<file path="config.mk">
export PLATFORM = sky130hd
export DESIGN_NAME = rom_port_arbiter_flat
export DESIGN_NICKNAME = d
export VERILOG_FILES = /design/src/rtl/rom_arb_pkg.sv /design/src/rtl/rom_port_arbiter_if.sv /design/src/rtl/rom_arb_pick.sv /design/src/rtl/rom_port_arbiter.sv /design/src/flat_wrapper.sv
export SDC_FILE = /design/constraint.sdc
export NUM_CORES = 1
export LEC_CHECK = 0
export CAP_MARGIN = 20
export CELL_PAD_IN_SITES_DETAIL_PLACEMENT = 0
export CELL_PAD_IN_SITES_GLOBAL_PLACEMENT = 1
export CORE_MARGIN = 1
export CORE_UTILIZATION = 29
export DETAILED_ROUTE_END_ITERATION = 8
export PLACE_DENSITY_LB_ADDON = 0.1
export SYNTH_ARGS = -nofsm -noshare
export SYNTH_HDL_FRONTEND = slang
export SYNTH_HIERARCHICAL = 1
export SYNTH_SLANG_ARGS = --single-unit
</file>
<file path="constraint.sdc">
create_clock -name i_CLK -period 1.9 [get_ports i_CLK]
set_clock_uncertainty 0.2 [all_clocks]
set_input_delay 0.285 -clock i_CLK [delete_from_list [all_inputs] [get_ports i_CLK]]
set_output_delay 0.285 -clock i_CLK [all_outputs]
set_load 0.02 [all_outputs]
</file>
<file path="src/rtl/rom_arb_pkg.sv">
// Shared encodings for the ROM port arbiter: FSM states, transaction owner
// and memory access size constants.
package rom_arb_pkg;

    // Transaction sequencer states
    typedef enum logic [1:0] {
        StIdle  = 2'b00,
        StIssue = 2'b01,
        StWait  = 2'b10,
        StDone  = 2'b11
    } state_e;

    // Which requester owns the transaction in flight
    typedef enum logic [1:0] {
        OwnNone = 2'b00,
        OwnI    = 2'b01,
        OwnD    = 2'b10
    } owner_e;

    // Memory access size encodings
    localparam logic [1:0] HB_BYTE = 2'b00;
    localparam logic [1:0] HB_HALF = 2'b01;
    localparam logic [1:0] HB_WORD = 2'b10;

    // Default abort threshold for an unanswered memory request
    localparam int unsigned TIMEOUT_DEFAULT = 15;

endpackage

</file>
<file path="src/rtl/rom_port_arbiter_if.sv">
// Bus bundle for the ROM port arbiter: instruction fetch, data load and the
// shared memory port. The slave modport is the arbiter's view; the master
// modport is the environment (core + memory) view.
interface rom_port_arbiter_if;
    import rom_arb_pkg::*;

    // Instruction fetch side
    logic        i_IREQ;
    logic [31:0] i_IADDR;
    logic        o_IGNT;
    logic [31:0] o_IRDATA;

    // Data load side
    logic        i_DREQ;
    logic [31:0] i_DADDR;
    logic [1:0]  i_DHB;
    logic        o_DGNT;
    logic [31:0] o_DRDATA;

    // Shared error flag, qualifies whichever grant is pulsing
    logic        o_ERR;

    // Memory side
    logic        o_MEM_CE;
    logic        o_MEM_REQ;
    logic [31:0] o_MEM_ADDR;
    logic [1:0]  o_MEM_HB;
    logic        i_MEM_GNT;
    logic [31:0] i_MEM_RDATA;

    modport slave (
        input  i_IREQ, i_IADDR, i_DREQ, i_DADDR, i_DHB, i_MEM_GNT, i_MEM_RDATA,
        output o_IGNT, o_IRDATA, o_DGNT, o_DRDATA, o_ERR,
        output o_MEM_CE, o_MEM_REQ, o_MEM_ADDR, o_MEM_HB
    );

    modport master (
        output i_IREQ, i_IADDR, i_DREQ, i_DADDR, i_DHB, i_MEM_GNT, i_MEM_RDATA,
        input  o_IGNT, o_IRDATA, o_DGNT, o_DRDATA, o_ERR,
        input  o_MEM_CE, o_MEM_REQ, o_MEM_ADDR, o_MEM_HB
    );

endinterface

</file>
<file path="src/rtl/rom_arb_pick.sv">
// Combinational winner select between instruction fetch and data load.
// Macro ARB_ROUND_ROBIN_EN: ties alternate against the previous owner.
// Without it, data load always wins ties and no history input exists.
module rom_arb_pick
    import rom_arb_pkg::*;
(
    input  logic   ireq,
    input  logic   dreq,
`ifdef ARB_ROUND_ROBIN_EN
    input  owner_e last,
`endif
    output owner_e winner
);

    // Single requester wins outright; a tie is settled by the configured policy
    always_comb begin
        winner = OwnNone;
        if (ireq && dreq) begin
`ifdef ARB_ROUND_ROBIN_EN
            winner = (last == OwnI) ? OwnD : OwnI;
`else
            winner = OwnD;
`endif
        end else if (ireq) begin
            winner = OwnI;
        end else if (dreq) begin
            winner = OwnD;
        end
    end

endmodule

</file>
<file path="src/rtl/rom_port_arbiter.sv">
// Shares one single-port ROM request port between instruction fetch and data
// load. One transaction in flight; an unanswered memory request is aborted
// after TIMEOUT wait cycles and returned to the owner with an error flag.
// Macro ARB_ROUND_ROBIN_EN selects alternating tie-break instead of
// fixed data-load priority.
module rom_port_arbiter
    import rom_arb_pkg::*;
#(
    parameter int unsigned TIMEOUT = TIMEOUT_DEFAULT
) (
    input logic               i_CLK,
    input logic               i_RSTn,
    rom_port_arbiter_if.slave bus
);

    localparam int unsigned     CntW    = $clog2(TIMEOUT + 1);
    localparam logic [CntW-1:0] CntLast = CntW'(TIMEOUT - 1);

    state_e          state;
    owner_e          owner;
    owner_e          winner;
    logic [CntW-1:0] count;

    // Registered outputs
    logic        mem_req;
    logic        mem_ce;
    logic [31:0] mem_addr;
    logic [1:0]  mem_hb;
    logic        ignt;
    logic        dgnt;
    logic [31:0] irdata;
    logic [31:0] drdata;
    logic        err;

    // Wait-phase completion: either a grant or the timeout
    logic        wait_end;
    logic [31:0] fin_rdata;
    logic        fin_err;

`ifdef ARB_ROUND_ROBIN_EN
    owner_e last;

    rom_arb_pick u_pick (
        .ireq   (bus.i_IREQ),
        .dreq   (bus.i_DREQ),
        .last   (last),
        .winner (winner)
    );
`else
    rom_arb_pick u_pick (
        .ireq   (bus.i_IREQ),
        .dreq   (bus.i_DREQ),
        .winner (winner)
    );
`endif

    // Decide how a WAIT cycle ends; a timed-out read returns zero data
    always_comb begin
        wait_end  = bus.i_MEM_GNT || (count == CntLast);
        fin_err   = !bus.i_MEM_GNT;
        fin_rdata = bus.i_MEM_GNT ? bus.i_MEM_RDATA : 32'h0;
    end

    // Transaction sequencer with registered outputs: IDLE -> ISSUE -> WAIT -> DONE
    always_ff @(posedge i_CLK or negedge i_RSTn) begin
        if (!i_RSTn) begin
            state    <= StIdle;
            owner    <= OwnNone;
            count    <= '0;
            mem_req  <= 1'b0;
            mem_ce   <= 1'b0;
            mem_addr <= 32'h0;
            mem_hb   <= HB_BYTE;
            ignt     <= 1'b0;
            dgnt     <= 1'b0;
            irdata   <= 32'h0;
            drdata   <= 32'h0;
            err      <= 1'b0;
`ifdef ARB_ROUND_ROBIN_EN
            last     <= OwnD;
`endif
        end else begin
            unique case (state)
                StIdle: begin
                    // Latch the winner's request so later bus changes are ignored
                    if (winner != OwnNone) begin
                        owner    <= winner;
                        mem_addr <= (winner == OwnI) ? bus.i_IADDR : bus.i_DADDR;
                        mem_hb   <= (winner == OwnI) ? HB_WORD : bus.i_DHB;
                        mem_req  <= 1'b1;
                        mem_ce   <= 1'b1;
                        state    <= StIssue;
                    end
                end
                StIssue: begin
                    mem_req <= 1'b0;
                    count   <= '0;
                    state   <= StWait;
                end
                StWait: begin
                    if (wait_end) begin
                        mem_ce <= 1'b0;
                        ignt   <= (owner == OwnI);
                        dgnt   <= (owner == OwnD);
                        err    <= fin_err;
                        if (owner == OwnI) begin
                            irdata <= fin_rdata;
                        end
                        if (owner == OwnD) begin
                            drdata <= fin_rdata;
                        end
`ifdef ARB_ROUND_ROBIN_EN
                        last   <= owner;
`endif
                        state  <= StDone;
                    end else begin
                        count <= count + 1'b1;
                    end
                end
                StDone: begin
                    ignt  <= 1'b0;
                    dgnt  <= 1'b0;
                    err   <= 1'b0;
                    owner <= OwnNone;
                    state <= StIdle;
                end
                default: begin
                    state <= StIdle;
                end
            endcase
        end
    end

    assign bus.o_MEM_REQ  = mem_req;
    assign bus.o_MEM_CE   = mem_ce;
    assign bus.o_MEM_ADDR = mem_addr;
    assign bus.o_MEM_HB   = mem_hb;
    assign bus.o_IGNT     = ignt;
    assign bus.o_IRDATA   = irdata;
    assign bus.o_DGNT     = dgnt;
    assign bus.o_DRDATA   = drdata;
    assign bus.o_ERR      = err;

endmodule

</file>
<file path="src/flat_wrapper.sv">
// flat-port wrapper written by rule: the top's interface ports become plain ports
module rom_port_arbiter_flat import rom_arb_pkg::*;
#(
    parameter int unsigned TIMEOUT = TIMEOUT_DEFAULT
)
  (i_CLK, i_RSTn, bus_i_IREQ, bus_i_IADDR, bus_i_DREQ, bus_i_DADDR, bus_i_DHB, bus_i_MEM_GNT, bus_i_MEM_RDATA, bus_o_IGNT, bus_o_IRDATA, bus_o_DGNT, bus_o_DRDATA, bus_o_ERR, bus_o_MEM_CE, bus_o_MEM_REQ, bus_o_MEM_ADDR, bus_o_MEM_HB);
  rom_port_arbiter_if bus_i ();
  input logic i_CLK;
  input logic i_RSTn;
  input wire logic [$bits(bus_i.i_IREQ)-1:0] bus_i_IREQ;
  input wire logic [$bits(bus_i.i_IADDR)-1:0] bus_i_IADDR;
  input wire logic [$bits(bus_i.i_DREQ)-1:0] bus_i_DREQ;
  input wire logic [$bits(bus_i.i_DADDR)-1:0] bus_i_DADDR;
  input wire logic [$bits(bus_i.i_DHB)-1:0] bus_i_DHB;
  input wire logic [$bits(bus_i.i_MEM_GNT)-1:0] bus_i_MEM_GNT;
  input wire logic [$bits(bus_i.i_MEM_RDATA)-1:0] bus_i_MEM_RDATA;
  output wire logic [$bits(bus_i.o_IGNT)-1:0] bus_o_IGNT;
  output wire logic [$bits(bus_i.o_IRDATA)-1:0] bus_o_IRDATA;
  output wire logic [$bits(bus_i.o_DGNT)-1:0] bus_o_DGNT;
  output wire logic [$bits(bus_i.o_DRDATA)-1:0] bus_o_DRDATA;
  output wire logic [$bits(bus_i.o_ERR)-1:0] bus_o_ERR;
  output wire logic [$bits(bus_i.o_MEM_CE)-1:0] bus_o_MEM_CE;
  output wire logic [$bits(bus_i.o_MEM_REQ)-1:0] bus_o_MEM_REQ;
  output wire logic [$bits(bus_i.o_MEM_ADDR)-1:0] bus_o_MEM_ADDR;
  output wire logic [$bits(bus_i.o_MEM_HB)-1:0] bus_o_MEM_HB;
  assign bus_i.i_IREQ = bus_i_IREQ;
  assign bus_i.i_IADDR = bus_i_IADDR;
  assign bus_i.i_DREQ = bus_i_DREQ;
  assign bus_i.i_DADDR = bus_i_DADDR;
  assign bus_i.i_DHB = bus_i_DHB;
  assign bus_i.i_MEM_GNT = bus_i_MEM_GNT;
  assign bus_i.i_MEM_RDATA = bus_i_MEM_RDATA;
  assign bus_o_IGNT = bus_i.o_IGNT;
  assign bus_o_IRDATA = bus_i.o_IRDATA;
  assign bus_o_DGNT = bus_i.o_DGNT;
  assign bus_o_DRDATA = bus_i.o_DRDATA;
  assign bus_o_ERR = bus_i.o_ERR;
  assign bus_o_MEM_CE = bus_i.o_MEM_CE;
  assign bus_o_MEM_REQ = bus_i.o_MEM_REQ;
  assign bus_o_MEM_ADDR = bus_i.o_MEM_ADDR;
  assign bus_o_MEM_HB = bus_i.o_MEM_HB;
  rom_port_arbiter #(.TIMEOUT(TIMEOUT)) u_core (.i_CLK(i_CLK), .i_RSTn(i_RSTn), .bus(bus_i));
endmodule
</file>
==> results.cfg <==
[logic_synthesis]
syn-cell-area_mm2 = 0.00463
synthFlopType = dfrtp_1
synth_edf_count = 0
syn_nets = 478
synth_cell_types = 31
ys_seq_area_share_pct = 60.0
synth_warnings = 6
synthArstFlopShare_pct = 100
syn_inst = 368
yosys_register_bits = 111
syn_area_per_cell_um2 = 12.6

[global_route]
gr-usage-met2_pct = 28.2
grtUsageTotal_pct = 15.9
grt_pass1_vias = 3682
antenna_found_initial = 0
grt_max_degree = 112
grt-ovfl-total = 0
grtUsageMet1_pct = 19.1
busiest_layer = met2
use_met3_pct = 4.24
grt_pass1_wl_mm = 19.8

[finish]
area_delta_synth_final_pct = 56.9
mostFrequentLayoutCells = clkdlybuf4s50_1, dfrtp_1, a22o_1, nand2_1
antennaDiodeCount = 0
final_common_cell = clkdlybuf4s50_1
final_area_mm2 = 0.00726
drive_gt1_share_pct = 7.27
fin_cells = 789
fin_nets = 684

[cts]
clock-sinks = 111
cts_made_buffers = 9
cts_buffer_depth = 2
clockRootBuffer = clkbuf_16
clk-insertion-delay-late_ns = 0.35
cts_max_level = 3
clk_pin_slew_ns = 0.07
cts_tree = done

[critical_path]
crit_fanout = 3
cp-startpoint = u_core/bus.o_ERR$_DFFE_PN0P_
path_cells = clkdlybuf4s50_1
critPathCaptureType = output port
worst-path-buf-inv = 1
setup.worst_path.start_class = flip-flop
rrSetupSlack_ns = 0.10
crit_family = buffers and inverters
worstSetupPathType = flip-flop to output port
rr_worst_depth = 6
worstReg2RegEnd = u_core/bus.o_IRDATA[18]$_DFFE_PN0P_
worstPathRequired_ns = 1.41
rr_startpoint = u_core/state[0]$_DFFE_PN0P_
slowest_delay_ns = 0.62
slowest_stage = clkdlybuf4s50_1
worst_ep_arrival_time_ns = 1.35

[timing]
fin_crit_sh_pct = 96.7
worst_pin_slew_ns = 0.620
maxClockFrequency_mhz = 544
slew-limit-headroom_pct = 58.7
postLayoutSetupSlackWorst_ns = 0.0625
setup_viol = 0
min_period_ns = 1.84
setup_tns_ns = 0
final_hold_viol_count = 0
drv_slew = 0

[floorplan]
coreArea_mm2 = 0.0154
rows = 45
fp.dieH_um = 128
dieArea_mm2 = 0.0165
dieWidth_um = 128
start_util_pct = 30.1
io_pins = 206

[power_and_ir_drop]
p_leak_uw = 0.00317
powerDensity_mw_per_mm2 = 1600
ir_worst_vdd_mv = 0.764
total_power_uw = 11600

[flow_run]
cap_violations = 0

[hold_path]
hold_path_end = u_core/bus.o_MEM_ADDR[30]$_DFFE_PN0P_
worstHoldPathType = flip-flop to flip-flop
hold_path_depth = 2
min_from = u_core/bus.o_MEM_ADDR[30]$_DFFE_PN0P_

[route]
drt-total-wl_mm = 13.6
wl_per_cell_um = 17.2
avgViaCountPerCell = 4.60
drt-pass1-iter-count = 4
drt_iter0_drc = 83
drc = 0
ant_nets = 0
num_vias = 3632

[placement]
dp_slack_ns = -0.126
dp.cells = 771
dpl_cell_area_mm2 = 0.00693
port_buffers = 205
routabilityCongestion = 0.721
post-dp-hpwl_mm = 8.87

[outcome]
status = complete, no violations
[layout make-up]
| class | count | area, um^2 |
|---|---|---|
| multi-input combinational | 224 | 1660 |
| clock inverter | 3 | 42.5 |
| timing repair buffer | 222 | 2240 |
| inverter | 6 | 22.5 |
| sequential | 111 | 2780 |
| tap | 211 | 264 |
| clock buffer | 12 | 256 |
| fill | 1442 | 8110 |
[through the flow]
| step | utilization [%] | hold slack (ns) |
|---|---|---|
| 6_report | 47.2 | 0.284 |
| 5_1_grt | 47.2 | 0.304 |
| 4_1_cts | 47.1 | 0.292 |
| 3_5_place_dp | 45.1 | 0.227 |
| 3_3_place_gp | 45.1 | 0.219 |
| 2_1_floorplan | - | -0.211 |
[repair_timing]
item	in CTS	in global routing
setup endpoints to repair	0	64
buffers inserted	0	0
hold endpoints to repair	111	0
hold buffers	1	0
gates resized for setup	0	5
[logic make-up (layout without fill, tap and decap cells)]
logic type | after synthesis | after routing | share of synthesized area (%)
AOI/OAI and AO/OA | 117 | 117 | 18.8
adders and majority gates | 7 | 7 | 1.89
buffers and inverters | 35 | 243 | 5.06
DFF | 111 | 111 | 60.0
muxes | 37 | 37 | 8.03
and+or+nand+nor | 61 | 63 | 6.19
[how the worst max path moves through the flow]
stage          slack (ns)  cells after the start                               endpoint
2_1_floorplan        0.04                      8     u_core/bus.o_IRDATA[0]$_DFFE_PN0P_
3_3_place_gp        -0.10                      6   u_core/bus.o_MEM_ADDR[1]$_DFFE_PN0P_
3_5_place_dp        -0.13                      6  u_core/bus.o_MEM_ADDR[29]$_DFFE_PN0P_
4_1_cts              0.04                      1                              bus_o_ERR
5_1_grt            -0.005                      6     u_core/bus.o_IRDATA[7]$_DFFE_PN0P_
6_report             0.06                      1                              bus_o_ERR
[Yosys cell counts (2+ instances only)]
| cell type | number | area [um^2] |
|---|---|---|
| a22o_1 | 64 | 561 |
| and2_4 | 2 | 17.5 |
| nand3_1 | 5 | 25.0 |
| clkbuf_1 | 3 | 11.3 |
| a41oi_1 | 2 | 17.5 |
| buf_6 | 12 | 135 |
| nor2b_1 | 5 | 31.3 |
| o22ai_1 | 2 | 12.5 |
| buf_2 | 10 | 50.1 |
| ha_1 | 7 | 87.6 |
| a32o_1 | 2 | 20.0 |
| inv_1 | 6 | 22.5 |
| and3b_1 | 2 | 17.5 |
| o22a_1 | 2 | 17.5 |
| o21ai_1 | 37 | 185 |
| buf_1 | 4 | 15.0 |
| nor2_1 | 3 | 11.3 |
| nand2_1 | 41 | 154 |
| dfrtp_1 | 111 | 2780 |
| mux2i_1 | 36 | 360 |
| o211ai_1 | 2 | 15.0 |
[tightest hold or removal path, cell delays in order, from the launching register on]
cell	delay [ns]
dfrtp_1	0.34
nand2_1	0.05
o21ai_1	0.06
[power by group]
group	leakage, uW	internal (uW)	switching [uW]
clock network	0.000145	1090	838
logic	0.00161	2870	2750
registers	0.00141	3450	614
[state kept, by name, summed over array words and instances, names as in the netlist, 2 cells and up]
signal	cells
u_core/bus.o_DRDATA	32
u_core/owner	2
u_core/state	2
u_core/count	4
u_core/bus.o_MEM_ADDR	32
u_core/bus.o_MEM_HB	2
u_core/bus.o_IRDATA	32
[metal layers]
layer	routed length, um	vias to the layer above
met5	0	-
met4	114	0
met3	580	9
met2	7070	82
met1	5790	1790
li1	-	1751
Power figures use the tool's default switching activity.
